**src/rtl/reg_dump_pkg.sv**
```systemverilog
// Shared types and sizes for the register-file dump engine.
// The CSUM state exists only when REG_DUMP_CHECKSUM_EN is defined.
package reg_dump_pkg;

    localparam int REG_COUNT = 32;
    localparam int IDX_W     = 5;
    localparam int REG_W     = 32;

    typedef enum logic [2:0] {
        ST_IDLE = 3'd0,
        ST_READ = 3'd1,
        ST_HOLD = 3'd2,
`ifdef REG_DUMP_CHECKSUM_EN
        ST_CSUM = 3'd3,
`endif
        ST_DONE = 3'd4
    } reg_dump_state_t;

endpackage

```
**src/rtl/reg_dump_csum.sv**
```systemverilog
// Wrapping sum of every register value captured during one dump.
// Instantiated only when REG_DUMP_CHECKSUM_EN is defined.
module reg_dump_csum #(
    parameter int W = 32
) (
    input  logic         clk,
    input  logic         rst,
    input  logic         clear,
    input  logic         add,
    input  logic [W-1:0] value,
    output logic [W-1:0] sum
);

    always_ff @(posedge clk or negedge rst) begin
        if (!rst) begin
            sum <= '0;
        end else if (clear) begin
            sum <= '0;
        end else if (add) begin
            sum <= sum + value;
        end
    end

endmodule

```
**src/rtl/reg_dump_reader.sv**
```systemverilog
// Debug read-out engine: walks a register index range via read port A1 and streams the values.
// Define REG_DUMP_CHECKSUM_EN to append a checksum beat after the last register.
module reg_dump_reader #(
    parameter int REG_W = 32,
    parameter int IDX_W = 5
) (
    input  logic             clk,
    input  logic             rst,
    input  logic             start,
    input  logic [IDX_W-1:0] first_idx,
    input  logic [IDX_W-1:0] last_idx,
    input  logic             abort,
    output logic [IDX_W-1:0] rf_addr,
    input  logic [REG_W-1:0] rf_data,
    output logic             dump_busy,
    output logic             dout_valid,
    input  logic             dout_ready,
    output logic [REG_W-1:0] dout_data,
    output logic [IDX_W-1:0] dout_idx,
    output logic             dout_last,
    output logic             done
);
    import reg_dump_pkg::*;

    reg_dump_state_t  state;
    reg_dump_state_t  state_next;
    logic [IDX_W-1:0] cur_idx;
    logic [IDX_W-1:0] end_idx;
    logic             hs;
    logic             at_end;

    assign hs      = dout_valid && dout_ready;
    assign at_end  = (cur_idx == end_idx);
    assign rf_addr = cur_idx;

`ifdef REG_DUMP_CHECKSUM_EN
    logic [REG_W-1:0] csum_value;

    reg_dump_csum #(.W(REG_W)) u_csum (
        .clk   (clk),
        .rst   (rst),
        .clear (state == ST_IDLE && start),
        .add   (state == ST_READ),
        .value (rf_data),
        .sum   (csum_value)
    );
`endif

    always_ff @(posedge clk or negedge rst) begin
        if (!rst) begin
            state <= ST_IDLE;
        end else begin
            state <= state_next;
        end
    end

    // dump_busy drops in DONE so it falls in the same cycle done rises
    always_comb begin
        state_next = state;
        dump_busy  = 1'b0;
        done       = 1'b0;
        case (state)
            ST_IDLE: begin
                if (start) state_next = ST_READ;
            end
            ST_READ: begin
                dump_busy  = 1'b1;
                state_next = abort ? ST_IDLE : ST_HOLD;
            end
            ST_HOLD: begin
                dump_busy = 1'b1;
                if (abort) begin
                    state_next = ST_IDLE;
                end else if (hs) begin
                    if (!at_end) begin
                        state_next = ST_READ;
                    end else begin
`ifdef REG_DUMP_CHECKSUM_EN
                        state_next = ST_CSUM;
`else
                        state_next = ST_DONE;
`endif
                    end
                end
            end
`ifdef REG_DUMP_CHECKSUM_EN
            ST_CSUM: begin
                dump_busy = 1'b1;
                if (abort) begin
                    state_next = ST_IDLE;
                end else if (hs) begin
                    state_next = ST_DONE;
                end
            end
`endif
            ST_DONE: begin
                done       = 1'b1;
                state_next = ST_IDLE;
            end
            default: state_next = ST_IDLE;
        endcase
    end

    // Beat registers snapshot rf_data at the READ edge and hold it through HOLD
    always_ff @(posedge clk or negedge rst) begin
        if (!rst) begin
            cur_idx    <= '0;
            end_idx    <= '0;
            dout_valid <= 1'b0;
            dout_data  <= '0;
            dout_idx   <= '0;
            dout_last  <= 1'b0;
        end else begin
            case (state)
                ST_IDLE: begin
                    if (start) begin
                        cur_idx <= first_idx;
                        end_idx <= last_idx;
                    end
                end
                ST_READ: begin
                    if (!abort) begin
                        dout_data  <= rf_data;
                        dout_idx   <= cur_idx;
                        dout_valid <= 1'b1;
`ifdef REG_DUMP_CHECKSUM_EN
                        dout_last  <= 1'b0;
`else
                        dout_last  <= at_end;
`endif
                    end
                end
                ST_HOLD: begin
                    if (abort) begin
                        dout_valid <= 1'b0;
                        dout_last  <= 1'b0;
                    end else if (hs) begin
                        dout_valid <= 1'b0;
                        dout_last  <= 1'b0;
                        if (!at_end) begin
                            cur_idx <= cur_idx + 1'b1;
                        end
`ifdef REG_DUMP_CHECKSUM_EN
                        else begin
                            dout_data  <= csum_value;
                            dout_idx   <= '0;
                            dout_last  <= 1'b1;
                            dout_valid <= 1'b1;
                        end
`endif
                    end
                end
`ifdef REG_DUMP_CHECKSUM_EN
                ST_CSUM: begin
                    if (abort || hs) begin
                        dout_valid <= 1'b0;
                        dout_last  <= 1'b0;
                    end
                end
`endif
                default: ;
            endcase
        end
    end

endmodule

```
**config.mk**
```make
export PLATFORM = sky130hd
export DESIGN_NAME = reg_dump_reader
export DESIGN_NICKNAME = d
export VERILOG_FILES = /design/src/rtl/reg_dump_pkg.sv /design/src/rtl/reg_dump_csum.sv /design/src/rtl/reg_dump_reader.sv
export SDC_FILE = /design/constraint.sdc
export NUM_CORES = 1
export LEC_CHECK = 0
export BUFFER_PORTS_ARGS = -buffer_cell sky130_fd_sc_hd__buf_2
export CAP_MARGIN = 20
export CELL_PAD_IN_SITES_DETAIL_PLACEMENT = 0
export CELL_PAD_IN_SITES_GLOBAL_PLACEMENT = 2
export CORE_AREA = 2 2 86 88
export CTS_BUF_LIST = sky130_fd_sc_hd__clkbuf_16
export DETAILED_ROUTE_END_ITERATION = 6
export DIE_AREA = 0 0 88 90
export PLACE_DENSITY_LB_ADDON = 0.1
export SLEW_MARGIN = 30
export SYNTH_ARGS = -nofsm -noshare
export SYNTH_HDL_FRONTEND = slang
export SYNTH_SLANG_ARGS = --single-unit
```
**constraint.sdc**
```tcl
create_clock -name clk -period 3.2 [get_ports clk]
set_input_delay 0.32 -clock clk [delete_from_list [all_inputs] [get_ports clk]]
set_output_delay 0.32 -clock clk [all_outputs]
set_load 0.005 [all_outputs]
```
==> results.md, run 1 <==
- Status: finished, final reports clean
- Fillers: 697
- Syn_area_per_cell: 13.6 µm²
- WS Path Type: flop to flop
- Hold buffer count at CTS: 0
- Reg-to-reg setup timing slack: 1390 ps
- Initial antenna violation count: 0
- VDD IR max: 0.000281 V
- Commonest non-fill, non-tap cells in the layout: 92 x buf_2, 52 x dfrtp_1, 23 x mux2_2
- DR vias: about 1.6k
- Sw Pwr: 0.723 mW
- Diodes inserted: 0
- Post_cts resized: 0
- DP Area: between 2000 and 3000 µm²
- Mapped Area: 2190 µm²
- Final setup TNS: 0 ps
- Design Area, Final: 2900 µm²
- Nets: 305
- CTS Buf Count: 5
- Post-DR wirelength/cell: 13.8 µm
- Worst reg-to-reg path cell count: 4
- Met1 wire length: 2180 µm
- Type of the tightest min-delay check: input pin to asynchronous set/reset pin
- GRT Residual Overflow: 0
- PD cells: around 820 nW/µm²
- Pin count of the biggest net entering global routing: 39
- Vias in the first global route: 1610
- CP Capture Type: flop
- Multi-input logic area: 852 µm²
- Post-synthesis cell type count: 32
- First-pass DRT Iterations: 4
- First-pass GRT wire length: a little over 8000 µm
- Clock share of power: 22.2%
- Clk_lat worst skew: 290 ps
- Initial Util: a little under a third
- CTS tree: done
- Buf/Inv on CP: 1
- Startpoint class of the critical path: flop
- Metal3 WL: 388 µm
- CP peak stage delay: approximately 450 ps
- Setup repair bufs after CTS: 0
- Placer Congestion: 0.731
- Cell Int Power: ~1.6 mW
- Row cnt: 31
- # port buffers: 92
- Remaining DRCs: 0
- Fin. Hold Viols: 0
- IO Pins: 93
- Lkg Pwr: 1.34 nW
- Vias per cell: approximately 4.5
- Max frequency: ~550 MHz
- Worst-path maximum fanout: 38
- FF-to-FF Start: state[1]
- Sink Count: 52
- Commonest non-fill, non-tap cell in the layout: buf_2
- CTS root buf: clkbuf_16
- Clock transition at path regs: 70 ps
- Top Metal Used: met4
- RSZ-0062 raised after global routing: false
- Max Cap Viol: 0
- Rel. slew slack: between 40% and 50%
- Arr. time, crit path: 1980 ps
- WP data required: approximately 3400 ps
- Met2 WL: 2300 µm
- Reg power frac: between 40 and 50%
- Antenna Nets Post-Route: 0
- Synth warn: 0
- Worst path slowest cell: dfrtp_1
- DRC marker count from the first detailed-route iteration: 43
- GRT Resource Usage Total: 13.1%
- Chip height: 90 µm
- Period minus WS final: 1810 ps
- Flops & latches, synth: 52
- Clk buf depth: 2
- Synth Net Count: 209
- Slew Limit Fails: 0
- Area Growth Syn to Fin: 32.3%
- H-tree levels: 2
- Core area: around 7000 µm²
- Post-Route WL: 4920 µm
- CP cell instances: nand2b_1 > nor3_4 > buf_4 > mux2_2
- Reg area: 1300 µm²
- Sequential share of the synthesized area: 59.3%
- Delay-heaviest family, CP: flip-flops
- Worst-margin pin slew: 774 ps
- Final HPWL DP: between 3000 and 4000 µm
- Layout cell share with drive strength beyond 1: 50.0%
- Post-Synthesis Cells: 161
- Final Cycle Share: 56.4%
- Sw Share: 30.5%
- Comb pwr share: 30.8%
- # setup viols final: 0
- FF-to-FF End: dout_idx[3]
- Worst Skew: 3.50 ps
- Die ar.: 7920 µm²
- Die width: ~88 µm
==> cell type report <==
class | instances | area share [%]
clock inverter | 3 | 0.646
multi-input combinational | 102 | 29.3
timing repair buffer | 94 | 16.4
inverter | 2 | 0.259
sequential | 52 | 44.8
clock buffer | 5 | 4.31
tap | 99 | 4.27
==> synthesized netlist by cell type, drive strengths merged <==
cell type	count	area, µm²
o22a	1	8.76
nor2	3	11.3
a21o	1	7.51
xnor2	5	43.8
nand3b	1	7.51
nor3b	1	7.51
a2bb2oi	1	8.76
nand2b	6	37.5
and3	1	6.26
nor3	2	20.0
buf	5	40.0
nand4	1	6.26
o211ai	1	12.5
ha	1	12.5
nand3	5	25.0
dfrtp	52	1300
and2	1	6.26
inv	2	7.50
o22ai	1	6.26
nand2	5	18.8
a21oi	8	40.0
mux2	42	473
or4	1	7.51
nor2b	1	6.26
mux2i	1	10.0
a21boi	1	7.51
o21ai	11	55.1
==> power groups by stage <==
stage / clock network, mW / registers [mW] / logic [mW]
after floorplan: 0 / 1.13 / 0.368
after global placement: 0 / 1.13 / 0.748
after detailed placement: 0 / 1.13 / 0.749
after CTS: 0.551 / 1.12 / 0.751
after global routing: 0.579 / 1.17 / 0.819
final: 0.526 / 1.12 / 0.731
==> layer usage <==
metal  vias up  GRT usage, %
li1        764             -
met1       776          17.7
met2        55          19.4
met3         5          4.78
met4         0          4.23
met5         -             0
==> how the worst max path moves through the flow <==
stage / start / cells past startpoint / endpoint / slack [ps]
floorplan: state[1] / 5 / dout_data[10] / 1700
global placement: state[1] / 4 / dout_idx[1] / 1410
detailed placement: state[1] / 4 / dout_data[27] / 1380
CTS: state[1] / 4 / dout_data[23] / 1370
global route: state[1] / 4 / dout_idx[2] / 1280
finish: state[1] / 4 / dout_idx[3] / 1390
==> registers in the layout, summed over array words and instances (netlist names) <==
register and cells:
rf_addr 5, end_idx 5, dout_idx 5, state 3
dout_valid 1, dout_last 1, dout_data 32
==> cells by family after synthesis <==
kind of cell / share of synthesized area (%)
flip-flops: 59.3
multiplexers: 22.0
AND/OR/NAND/NOR: 7.30
AO/OA/AOI/OAI: 6.67
buffers and inverters: 2.17
XOR/XNOR: 2.00
adder cells (fa/ha/maj): 0.570
==> through the flow <==
step	util, %	cells	worst slack, ps	power, mW	hold slack, ps
floorplan	-	161	1700	1.49	24.4
global placement	39.3	349	1410	1.88	452
detailed placement	39.3	349	1380	1.88	448
CTS	41.4	357	1370	2.42	136
global route	41.4	357	1280	2.56	171
finish	41.4	357	1390	2.37	105
No activity file was read; power rests on OpenSTA's default activity.
==> run 2, diff against run 1 <==
Settings changed: CORE_AREA 2 2 86 88 to 2 2 89 91, DIE_AREA 0 0 88 90 to 0 0 91 93.
Clock period 3.2 ns to 1.7 ns, I/O delays scaled along.
==> results.md, run 2 (synthesis results as in run 1) <==
- Instance count on the critical path: 4
- CP peak stage delay: between 400 and 500 ps
- CP cell instances: nand2b_1 > nor3_4 > buf_12 > mux2_2
- Fillers: approximately 800
- Met1 wire length: 2180 µm
- Placer Congestion: 0.724
- First-pass GRT wire length: 7950 µm
- Die width: ~91 µm
- Commonest non-fill, non-tap cell in the layout: buf_2
- Area Growth Syn to Fin: 39.7%
- Initial Util: 29.2%
- Delay-heaviest family, CP: simple AND/OR/NAND/NOR gates
- Status: finished, final reports clean
- Worst-path maximum fanout: 20
- Max Cap Viol: 0
- Core area: 7530 µm²
- Hold buffer count at CTS: 1
- Initial antenna violation count: 0
- Post_cts resized: 0
- First-pass DRT Iterations: 4
- CP Capture Type: flop
- CTS root buf: clkbuf_16
- Fin. Hold Viols: 0
- Remaining DRCs: 0
- Reg-to-reg setup timing slack: between 100 and 150 ps
- Metal3 WL: 326 µm
- IO Pins: 93
- DRC marker count from the first detailed-route iteration: 34
- GRT Resource Usage Total: 11.9%
- Type of the tightest min-delay check: input pin to flop
- Hold wc startpoint: rf_data[12]
- Antenna Nets Post-Route: 0
- Setup repair bufs after CTS: 0
- Rel. slew slack: approximately four fifths
- Slew Limit Fails: 0
- Pin count of the biggest net entering global routing: 53
- Chip height: 93 µm
- Nets: 316
- DR vias: 1615
- Clock transition at path regs: 70 ps
- Final Cycle Share: ~90%
- Commonest non-fill, non-tap cells in the layout: 92 x buf_2, 52 x dfrtp_1, 23 x mux2_2
- Vias per cell: 4.35
- CTS tree: done
- Layout cell share with drive strength beyond 1: about half
- Post-Route WL: approximately 4900 µm
- Vias in the first global route: 1580
- Diodes inserted: 0
- Worst reg-to-reg path cell count: 4
- Final non-filler cell total: roughly 370
- Max frequency: 643 MHz
- # port buffers: 92
- WS Path Type: flop to flop
- Post-DR wirelength/cell: around 13 µm
- Worst-margin pin slew: 298 ps
- Period minus WS final: 1550 ps
- Arr. time, crit path: 1730 ps
- Sink Count: 52
- Clk_lat worst skew: slightly below 300 ps
- Clk buf depth: 2
- GRT Residual Overflow: 0
- Placed insts: 362
- H-tree levels: 2
- PD cells: 1550 nW/µm²
- Met2 WL: 2270 µm
- FF-to-FF Start: state[1]
- Worst hold path depth: 2
- Buf/Inv on CP: 1
- Worst path slowest cell: dfrtp_1
- WP data required: around 1900 ps
- Reg with most FFs: dout_data
- RSZ-0062 raised after global routing: false
- VDD IR max: around 0.00048 V
- Largest register FFs: 32
- Lkg Pwr: 1.42 nW
- Hold Path Sink: dout_data[12]
- Startpoint class of the critical path: flop
- Die ar.: 8460 µm²
- # setup viols final: 0
- Top Metal Used: met4
- CTS Buf Count: 5
- FF-to-FF End: dout_data[2]
- Final setup TNS: 0 ps
- Worst Skew: 6.77 ps
- Row cnt: 32
- Final HPWL DP: 3650 µm
## run 2: how the worst max path moves through the flow
stage	startpoint	end	slack [ps]
floorplan	state[1]	dout_data[10]	200
global placement	state[0]	dout_data[3]	160
detailed placement	state[1]	dout_data[1]	130
CTS	state[1]	dout_data[0]	120
global route	state[0]	dout_data[30]	40
finish	state[1]	dout_data[2]	150
## run 2: through the flow
stage	cell area, µm²	hold slack (ps)	power (mW)	util [%]	setup slack, ps
floorplan	2190	-126	2.81	-	195
detailed placement	2890	187	3.68	38.4	131
CTS	3070	90.8	4.86	40.7	125
finish	3070	95.3	4.75	40.7	145
global placement	2890	194	3.67	38.4	157
global route	3070	88.5	5.11	40.7	42.3
## run 2: layout make-up
cell class / instances / area, µm² / share of cell area (%)
sequential: 52 / 1300 / 42.4
multi-input combinational: 102 / 852 / 27.8
timing repair buffer: 105 / 611 / 19.9
tap: 102 / 128 / 4.16
clock buffer: 5 / 125 / 4.08
clock inverter: 3 / 42.5 / 1.39
inverter: 2 / 7.51 / 0.245
## run 2: metal layers
metal | up-vias | global-route usage (%)
met2 | 59 | 18.8
met5 | - | 0
met1 | 764 | 16.0
met4 | 0 | 4.55
met3 | 7 | 2.82
li1 | 785 | -
## run 2: power breakdown
group	internal, mW	leakage, nW	switching, mW
Sequential	1.75	0.612	0.255
Clock	0.695	0.0856	0.444
Combinational	0.926	0.724	0.678
## run 2: worst register-to-register path, stage by stage (launching register included)
cell and delay, ps:
dfrtp_1 410, nand2b_1 230, nor3_4 250, buf_12 200
mux2_2 360
